[config.mk]
export PLATFORM = sky130hd
export DESIGN_NAME = muldiv_seq
export DESIGN_NICKNAME = d
export VERILOG_FILES = /design/src/rtl/muldiv_seq.sv
export SDC_FILE = /design/constraint.sdc
export NUM_CORES = 1
export LEC_CHECK = 0
export CORE_ASPECT_RATIO = 1.2
export CORE_MARGIN = 4
export CORE_UTILIZATION = 40
export DETAILED_ROUTE_END_ITERATION = 8
export PLACE_DENSITY = 0.6
export SLEW_MARGIN = 10
export SYNTH_ARGS = -nofsm -noshare
export SYNTH_HDL_FRONTEND = slang
export SYNTH_SLANG_ARGS = --single-unit
[constraint.sdc]
create_clock -name clk -period 7.1 [get_ports clk]
set_input_delay 1.42 -clock clk [delete_from_list [all_inputs] [get_ports clk]]
set_output_delay 1.42 -clock clk [all_outputs]
set_load 0.05 [all_outputs]
[src/rtl/muldiv_seq.sv]
// muldiv_seq: iterative MIPS multiply/divide sequencer owning HI/LO; define MULDIV_FAST_MUL_EN for single-cycle multiply
module muldiv_seq #(
    parameter int ITER = 32
) (
    input  logic        clk,
    input  logic        rst,
    input  logic        issue_valid,
    input  logic [3:0]  mul_control,
    input  logic [31:0] src_a,
    input  logic [31:0] src_b,
    input  logic        hi_wen,
    input  logic        lo_wen,
    input  logic        rd_hi_req,
    input  logic        rd_lo_req,
    input  logic        flush,
    output logic [31:0] hi,
    output logic [31:0] lo,
    output logic        busy,
    output logic        done,
    output logic        stall
);
    typedef enum logic [1:0] {IDLE, MUL, DIV} state_t;
    state_t state, state_nxt;
    logic [5:0]  cnt;
    logic [31:0] opnd, a_mag, b_mag, q_fix, r_fix;
    logic [63:0] acc, step_div, prod, mul_res;
    logic [33:0] diff;
    logic        neg_q, neg_r, sgn, is_div, accept, ge, last, fin, wr, mt;
    // acc holds {partial, multiplier} for MUL and {remainder, quotient} for DIV
    assign sgn    = mul_control[0] | mul_control[2];
    assign is_div = mul_control[2] | mul_control[3];
    assign a_mag  = sgn & src_a[31] ? -src_a : src_a;
    assign b_mag  = sgn & src_b[31] ? -src_b : src_b;
    assign accept = state == IDLE & issue_valid & |mul_control & ~flush;
    assign diff     = {1'b0, acc[63:31]} - {2'b0, opnd};
    assign ge       = ~diff[33];
    assign step_div = {ge ? diff[31:0] : acc[62:31], acc[30:0], ge};
`ifdef MULDIV_FAST_MUL_EN
    assign prod = {32'b0, opnd} * {32'b0, acc[31:0]};
    assign last = state == DIV ? cnt == 6'(ITER - 1) : 1'b1;
`else
    logic [32:0] mul_sum;
    assign mul_sum = {1'b0, acc[63:32]} + (acc[0] ? {1'b0, opnd} : 33'd0);
    assign prod    = {mul_sum, acc[31:1]};
    assign last    = cnt == 6'(ITER - 1);
`endif
    assign mul_res = neg_q ? -prod : prod;
    // a zero divisor leaves the all-ones quotient unsigned
    assign q_fix   = neg_q & |opnd ? -step_div[31:0] : step_div[31:0];
    assign r_fix   = neg_r ? -step_div[63:32] : step_div[63:32];
    always_ff @(posedge clk or posedge rst)
        if (rst) state <= IDLE;
        else     state <= state_nxt;
    always_comb begin
        state_nxt = state;
        if (state == IDLE) state_nxt = accept ? (is_div ? DIV : MUL) : IDLE;
        else if (flush | last) state_nxt = IDLE;
    end
    always_comb begin
        busy  = state != IDLE;
        fin   = busy & last;
        wr    = fin & ~flush;
        mt    = state == IDLE & ~accept & ~flush;
        stall = busy & (rd_hi_req | rd_lo_req | hi_wen | lo_wen | (issue_valid & |mul_control));
    end
    always_ff @(posedge clk or posedge rst)
        if (rst) begin
            cnt   <= '0;
            opnd  <= '0;
            acc   <= '0;
            neg_q <= 1'b0;
            neg_r <= 1'b0;
        end else if (accept) begin
            cnt   <= '0;
            opnd  <= is_div ? b_mag : a_mag;
            acc   <= {32'b0, is_div ? a_mag : b_mag};
            neg_q <= sgn & (src_a[31] ^ src_b[31]);
            neg_r <= sgn & src_a[31];
        end else if (busy) begin
            cnt <= cnt + 6'd1;
            acc <= state == MUL ? prod : step_div;
        end
    always_ff @(posedge clk or posedge rst)
        if (rst) begin
            hi   <= '0;
            lo   <= '0;
            done <= 1'b0;
        end else begin
            done <= wr;
            if (wr & state == MUL) {hi, lo} <= mul_res;
            else if (wr) {hi, lo} <= {r_fix, q_fix};
            else if (mt) begin
                if (hi_wen) hi <= src_a;
                if (lo_wen) lo <= src_a;
            end
        end
endmodule

; Word level (Yosys, flattened, before mapping)
; Cells that the tools add are included.
[totals]
inputBits = 76
mem_count = 0
reg_bits = 171
word_cells = 81
out_inout_bits = 67
latchBits = 0
rom_bits = 0
mem_bits_rw = 0
[op_classes]
mul = 0
reduce_logical = 11
n_addsub = 8
n_lt_le_gt_ge = 0
muxes = 26
div_mod_pow = 0
shifts = 0
n_bitwise = 25
n_eq_ne = 2
[ops]
columns = op, count
row1 = $mux W32, 16
row2 = $mux W64, 4
row3 = $neg A32 Y32, 4
row4 = $neg A64 Y64, 1
row5 = $sub A33 B32 Y34, 1
row6 = $add A32 B32 Y33, 1
row7 = $reduce_or A32 Y1, 1
row8 = $and A1 B1 Y1, 14
row9 = $mux W6, 2
row10 = $reduce_bool A3 Y1, 3
row11 = $mux W2, 4
row12 = $or A1 B1 Y1, 7
row13 = $add A6 B1 Y6 const B, 1
row14 = $eq A6 B5 Y1 const B, 1
row15 = $reduce_bool A2 Y1, 3
row16 = $reduce_and A2 Y1, 2
row17 = $reduce_or A4 Y1, 1
row18 = $not A1 Y1, 3
row19 = $eq A2 B1 Y1 const B, 1
row20 = $logic_not A2 Y1, 1
row21 = $xor A1 B1 Y1, 1

; Logic depth before layout (Yosys ltp)
[logic_depth]
ltp_word = 10
mapped_depth = 21
mapped_depth_nobuf = 16

; Least setup slack after synthesis
; Ideal clock, no wire load.
[synth_path]
path_type = flip-flop to flip-flop
start = register acc[0]
end = register hi[24]
path_buffers = 3
required_ns = 6.965
setup_slack_ns = 2.208
setup_time_ns = 0.135
synth_period_minus_slack_ns = 4.892
path_stages_with_launch = 18
t_arrival_ns = 4.757
path_cell_list = dfrtp_1 -> inv_1 -> clkbuf_1 -> nor2_1 -> ha_1 -> a211oi_1 -> o21ai_0 -> a311oi_1 -> nor2_1 -> xor2_1 -> or4_1 -> clkbuf_1 -> or4b_2 -> clkbuf_1 -> o41ai_1 -> xnor2_1 -> a221oi_1 -> o22ai_1
[synth_via]
elab_chain_cells = 5
[synth_lines]
columns = element, line_no
row1 = from (decl), 26  ; logic [63:0] acc, step_div, prod, mul_res;
row2 = from (signal assigned), 76  ; acc <= {32'b0, is_div ? a_mag : b_mag};
row3 = from (signal assigned), 81  ; acc <= state == MUL ? prod : step_div;
row4 = $mux W32 (*), 43  ; assign mul_sum = {1'b0, acc[63:32]} + (acc[0] ? {1'b0, opnd} : 33'd0);
row5 = $add A32 B32 Y33 (*), 43
row6 = $neg A64 Y64, 47  ; assign mul_res = neg_q ? -prod : prod;
row7 = $mux W64 (*), 47
row8 = $mux W32 (*), 90  ; if (wr & state == MUL) {hi, lo} <= mul_res;
row9 = to (signal assigned), 90
row10 = to (signal assigned), 91  ; else if (wr) {hi, lo} <= {r_fix, q_fix};
row11 = to (signal assigned), 93  ; if (hi_wen) hi <= src_a;
row12 = to (decl), 16  ; output logic [31:0] hi,
; Every way passes the cells marked *; elsewhere a longest branch is shown, timed or not.
; A chain may end at the register's enable or synchronous reset.

; Worst setup path in the final report
; Same ends and word-level chain as after synthesis.

==> results.md <==
- Status: completed
- WL final: just over 80000 um
- Asr flop ratio synth: 100%
- Dpl cells: just under 3000
- Layout area overhead: 13.7%
- CP peak stage delay: roughly 0.81 ns
- Crit end category: register
- Final Setup Violations: 0
- R2R Setup Slk: 1.28 ns
- Hold Vio Cnt, Final: 0
- Minimum clock period: about 5.8 ns
- Crit-path most repeated cell: nor2_1
- Hold_buf cts: 0
- Post-place setup slack: between 1 and 1.5 ns
- Max Transition Viols Final: 0
- Distinct cells, synth: 83
- Vias: 19500
- Setup TNS: 0 ns
- Synthesis-stage register bit count: about 170
- WP depth: 15
- Syn Area/Cell: ~7.4 um2
- Worst Hold Class: reg2reg
- Post-CTS Setup Bufs: 0
- WL per Instance: around 27 um
- Root buf cell: clkbuf_16
- Total CTS buffers: 17
- Gr usage total: roughly 33%
- Worst Slack Setup Final: 1.28 ns
- Crit path launch type: register
- Vias/cell: 6.50
- Final net count: between 2000 and 3000
- Number of buffers added on ports: about 140
- Synth warnings: 0
- Largest net degree at the start of global routing: a little over 100
- Remaining Overflow, GRT: 0
- Top_reg_cell synth: dfrtp_1
- Final period util: roughly four fifths
- Post-synth net total: between 2000 and 3000
- First-pass DRT Iterations: 6
- RSZ-0062 raised after global routing: false
- Crit path buf inv count: 2
- Post-DRT Antenna Nets: 0
- Sequential-to-total area share from yosys stat: approximately a quarter
- Final Wtd Congestion: a little under 1
- Non-Filler Instances: 2996
- Post_cts resized: 0
- Full die area: between 40000 and 50000 um2
- Core Rows: 84
- H-tree Lvls: 4
- Max stage delay cell, worst path: a311oi_1
- CTS tree: yes
- Post-synth EDFFs: 0
- Arr. time, crit path: roughly 6 ns
- Layout Skew: about 0.017 ns
- Slew HR: 28.5%
- Initial antenna violation count: 5
- Leakage: 7.99 nW
- Max Cap Viol: 0
- PwrDens: 509 nW/um2
- Clock sink total: 171
- Synthesized area: 17600 um2
- Residual DRC: 0
- Starting Density: approximately 40%
- Die W: about 200 um
- CP Class: reg2reg
- Hold depth: 2
- Mapped Cells: 2400
- Core area: ~44000 um2
- Worst Setup EP: hi[24]
- Worst setup startpoint: acc[0]
- Worst vdd ir: between 0.2 and 0.3 mV
- R2R Path Start: acc[0]
- Hpwl dp: between 60000 and 70000 um
- First-pass GRT wire length: 119000 um
- Worst-path clk slew: 0.08 ns
- Fmax: ~0.17 GHz
- Largest delay share family, worst path: compound AO/OA/AOI/OAI gates
- CP cell instances: inv_1 -> buf_4 -> nor2_1 -> ha_1 -> a211oi_1 -> o21ai_0 -> a311oi_1 -> nor2_1 -> xor2_1 -> or4_1 -> or4b_2 -> o41ai_1 -> xnor2_1 -> a221oi_1 -> o22ai_1
- Worst slew pin tran: around 1.1 ns
- Crit-path max FO: 30
- Worst-Skew Late Latency: ~0.46 ns
- Top-Level Pins: approximately 140
- Max Root-Sink Buffers: 2
- Die H: 238 um
- Worst Path Required: between 7 and 8 ns
- Vias in the first global route: 18600
- FILL cells: ~4400
- Drt initial violations: about 2200
- Share of layout cells above drive strength 1: under 10%
- Reg-to-Reg End: hi[24]
- FF-to-FF path depth: 15
[cell usage in the layout, fill, tap and decap left out, types with 6 or more instances in the layout]
master / Yosys / routed
nor2_1: 246 / 243
o41ai_1: 18 / 18
o211ai_1: 37 / 37
o211a_1: 10 / 10
nand3_1: 28 / 28
and2_1: 22 / 22
a21oi_1: 251 / 250
xor2_1: 107 / 107
mux2i_1: 27 / 27
nand4_1: 19 / 19
or2_2: 18 / 18
and4_1: 8 / 8
a211oi_1: 39 / 39
o221ai_1: 7 / 7
a21o_1: 18 / 18
o21a_1: 14 / 14
a221oi_1: 20 / 20
a311oi_1: 6 / 6
or4_1: 22 / 22
a21boi_0: 12 / 12
o22ai_1: 14 / 14
nand2_1: 241 / 241
nor4_1: 39 / 39
inv_1: 65 / 63
nand2b_1: 20 / 20
nor3_1: 63 / 62
o21ai_0: 212 / 211
xnor2_1: 110 / 110
and3_1: 41 / 41
nor2b_1: 8 / 8
a222oi_1: 31 / 31
or3_1: 50 / 50
dfrtp_1: 171 / 168
buf_4: 0 / 34
a31oi_1: 25 / 25
clkdlybuf4s50_1: 0 / 142
ha_1: 70 / 70
o31ai_1: 38 / 38
clkbuf_16: 0 / 17
[worst min path at each step]
stage	from	end	slack (ns)
final	hi[5]	hi[5]	0.49
after global placement	hi[15]	hi[15]	0.47
after detailed placement	hi[5]	hi[5]	0.47
after global routing	hi[5]	hi[5]	0.51
after floorplan	opnd[3]	opnd[3]	0.47
after CTS	hi[5]	hi[5]	0.49
[logic make-up (layout without fill, tap and decap cells)]
family | after synthesis | in the layout | synth area share (%)
multiplexers | 30 | 30 | 1.72
buffers and inverters | 241 | 277 | 5.20
AO/OA/AOI/OAI | 823 | 823 | 29.8
other | 0 | 1 | 0
flip-flops | 171 | 171 | 24.3
AND/OR/NAND/NOR | 846 | 846 | 23.1
XOR/XNOR | 217 | 217 | 10.8
adder cells (fa/ha/maj) | 72 | 72 | 5.19
[sequential cells by signal, indices dropped and copies added (netlist names)]
signal / flops
lo: 32
cnt: 6
state: 2
neg_q: 1
opnd: 32
neg_r: 1
acc: 64
done: 1
hi: 32
[through the flow]
stage | cell area [um2] | utilization, % | total power [W] | hold slack (ns)
floorplan | 17600 | - | 0.00677 | 0.473
global placement | 19500 | 44.5 | 0.00897 | 0.466
detailed placement | 19500 | 44.5 | 0.00901 | 0.475
CTS | 20100 | 45.9 | 0.0100 | 0.492
global route | 20100 | 45.9 | 0.0109 | 0.510
finish | 20100 | 45.9 | 0.0102 | 0.485
[power by group]
part           total (W)  switching [W]  internal (W)
registers        0.00181       0.000523       0.00129
clock network   0.000998       0.000494      0.000504
logic            0.00740        0.00487       0.00253
total             0.0102        0.00589       0.00433
[cell usage after synthesis (all sizes together) (10+ instances only)]
| cell | n | area (um2) |
|---|---|---|
| or4 | 24 | 188 |
| nor3 | 63 | 315 |
| or3 | 52 | 332 |
| and2 | 22 | 138 |
| o22ai | 14 | 87.6 |
| dfrtp | 171 | 4280 |
| nor4 | 39 | 244 |
| a211oi | 39 | 293 |
| nor2 | 246 | 923 |
| o41ai | 20 | 190 |
| xor2 | 107 | 937 |
| a222oi | 31 | 310 |
| a21o | 18 | 135 |
| and3 | 41 | 257 |
| xnor2 | 110 | 963 |
| nand4 | 19 | 119 |
| o21ai | 217 | 1090 |
| mux2i | 27 | 270 |
| o211a | 10 | 100 |
| or2 | 19 | 119 |
| ha | 70 | 876 |
| nand2b | 20 | 125 |
| inv | 65 | 244 |
| buf | 18 | 80.1 |
| nand3 | 28 | 140 |
| nand2 | 241 | 905 |
| o31ai | 38 | 285 |
| clkbuf | 157 | 589 |
| a21oi | 251 | 1260 |
| a31oi | 25 | 156 |
| a221oi | 22 | 205 |
| o211ai | 37 | 278 |
| o21a | 14 | 105 |
| a21boi | 12 | 90.1 |
[final cells by class]
cell class | instances | area, um2 | share of cell area [%]
multi-input cells | 1988 | 12500 | 62.2
diodes | 1 | 2.50 | 0.0125
clock buffers | 17 | 425 | 2.12
inverters | 66 | 253 | 1.26
repair buffers | 179 | 1740 | 8.66
flip-flops and latches | 171 | 4290 | 21.4
well taps | 559 | 699 | 3.49
clock inverters | 15 | 175 | 0.873
[worst register-to-register path, delay by kind of cell (launching register included)]
family                   cells  cell delay, ns
AO/OA/AOI/OAI                6            2.24
AND/OR/NAND/NOR              4            1.68
buffers and inverters        2            0.55
flip-flops                   1            0.48
adder cells (fa/ha/maj)      1            0.37
XOR/XNOR                     2            0.36
[metal layers]
metal  global-route usage [%]  wire (um)  up-vias
li1                         -          -     8882
met1                     39.9      30700     9421
met2                     54.5      37800      932
met3                     5.32       6000      239
met4                     19.4       5810        0
met5                        0          0        -
Note: power is estimated with default switching activity, not from simulation.
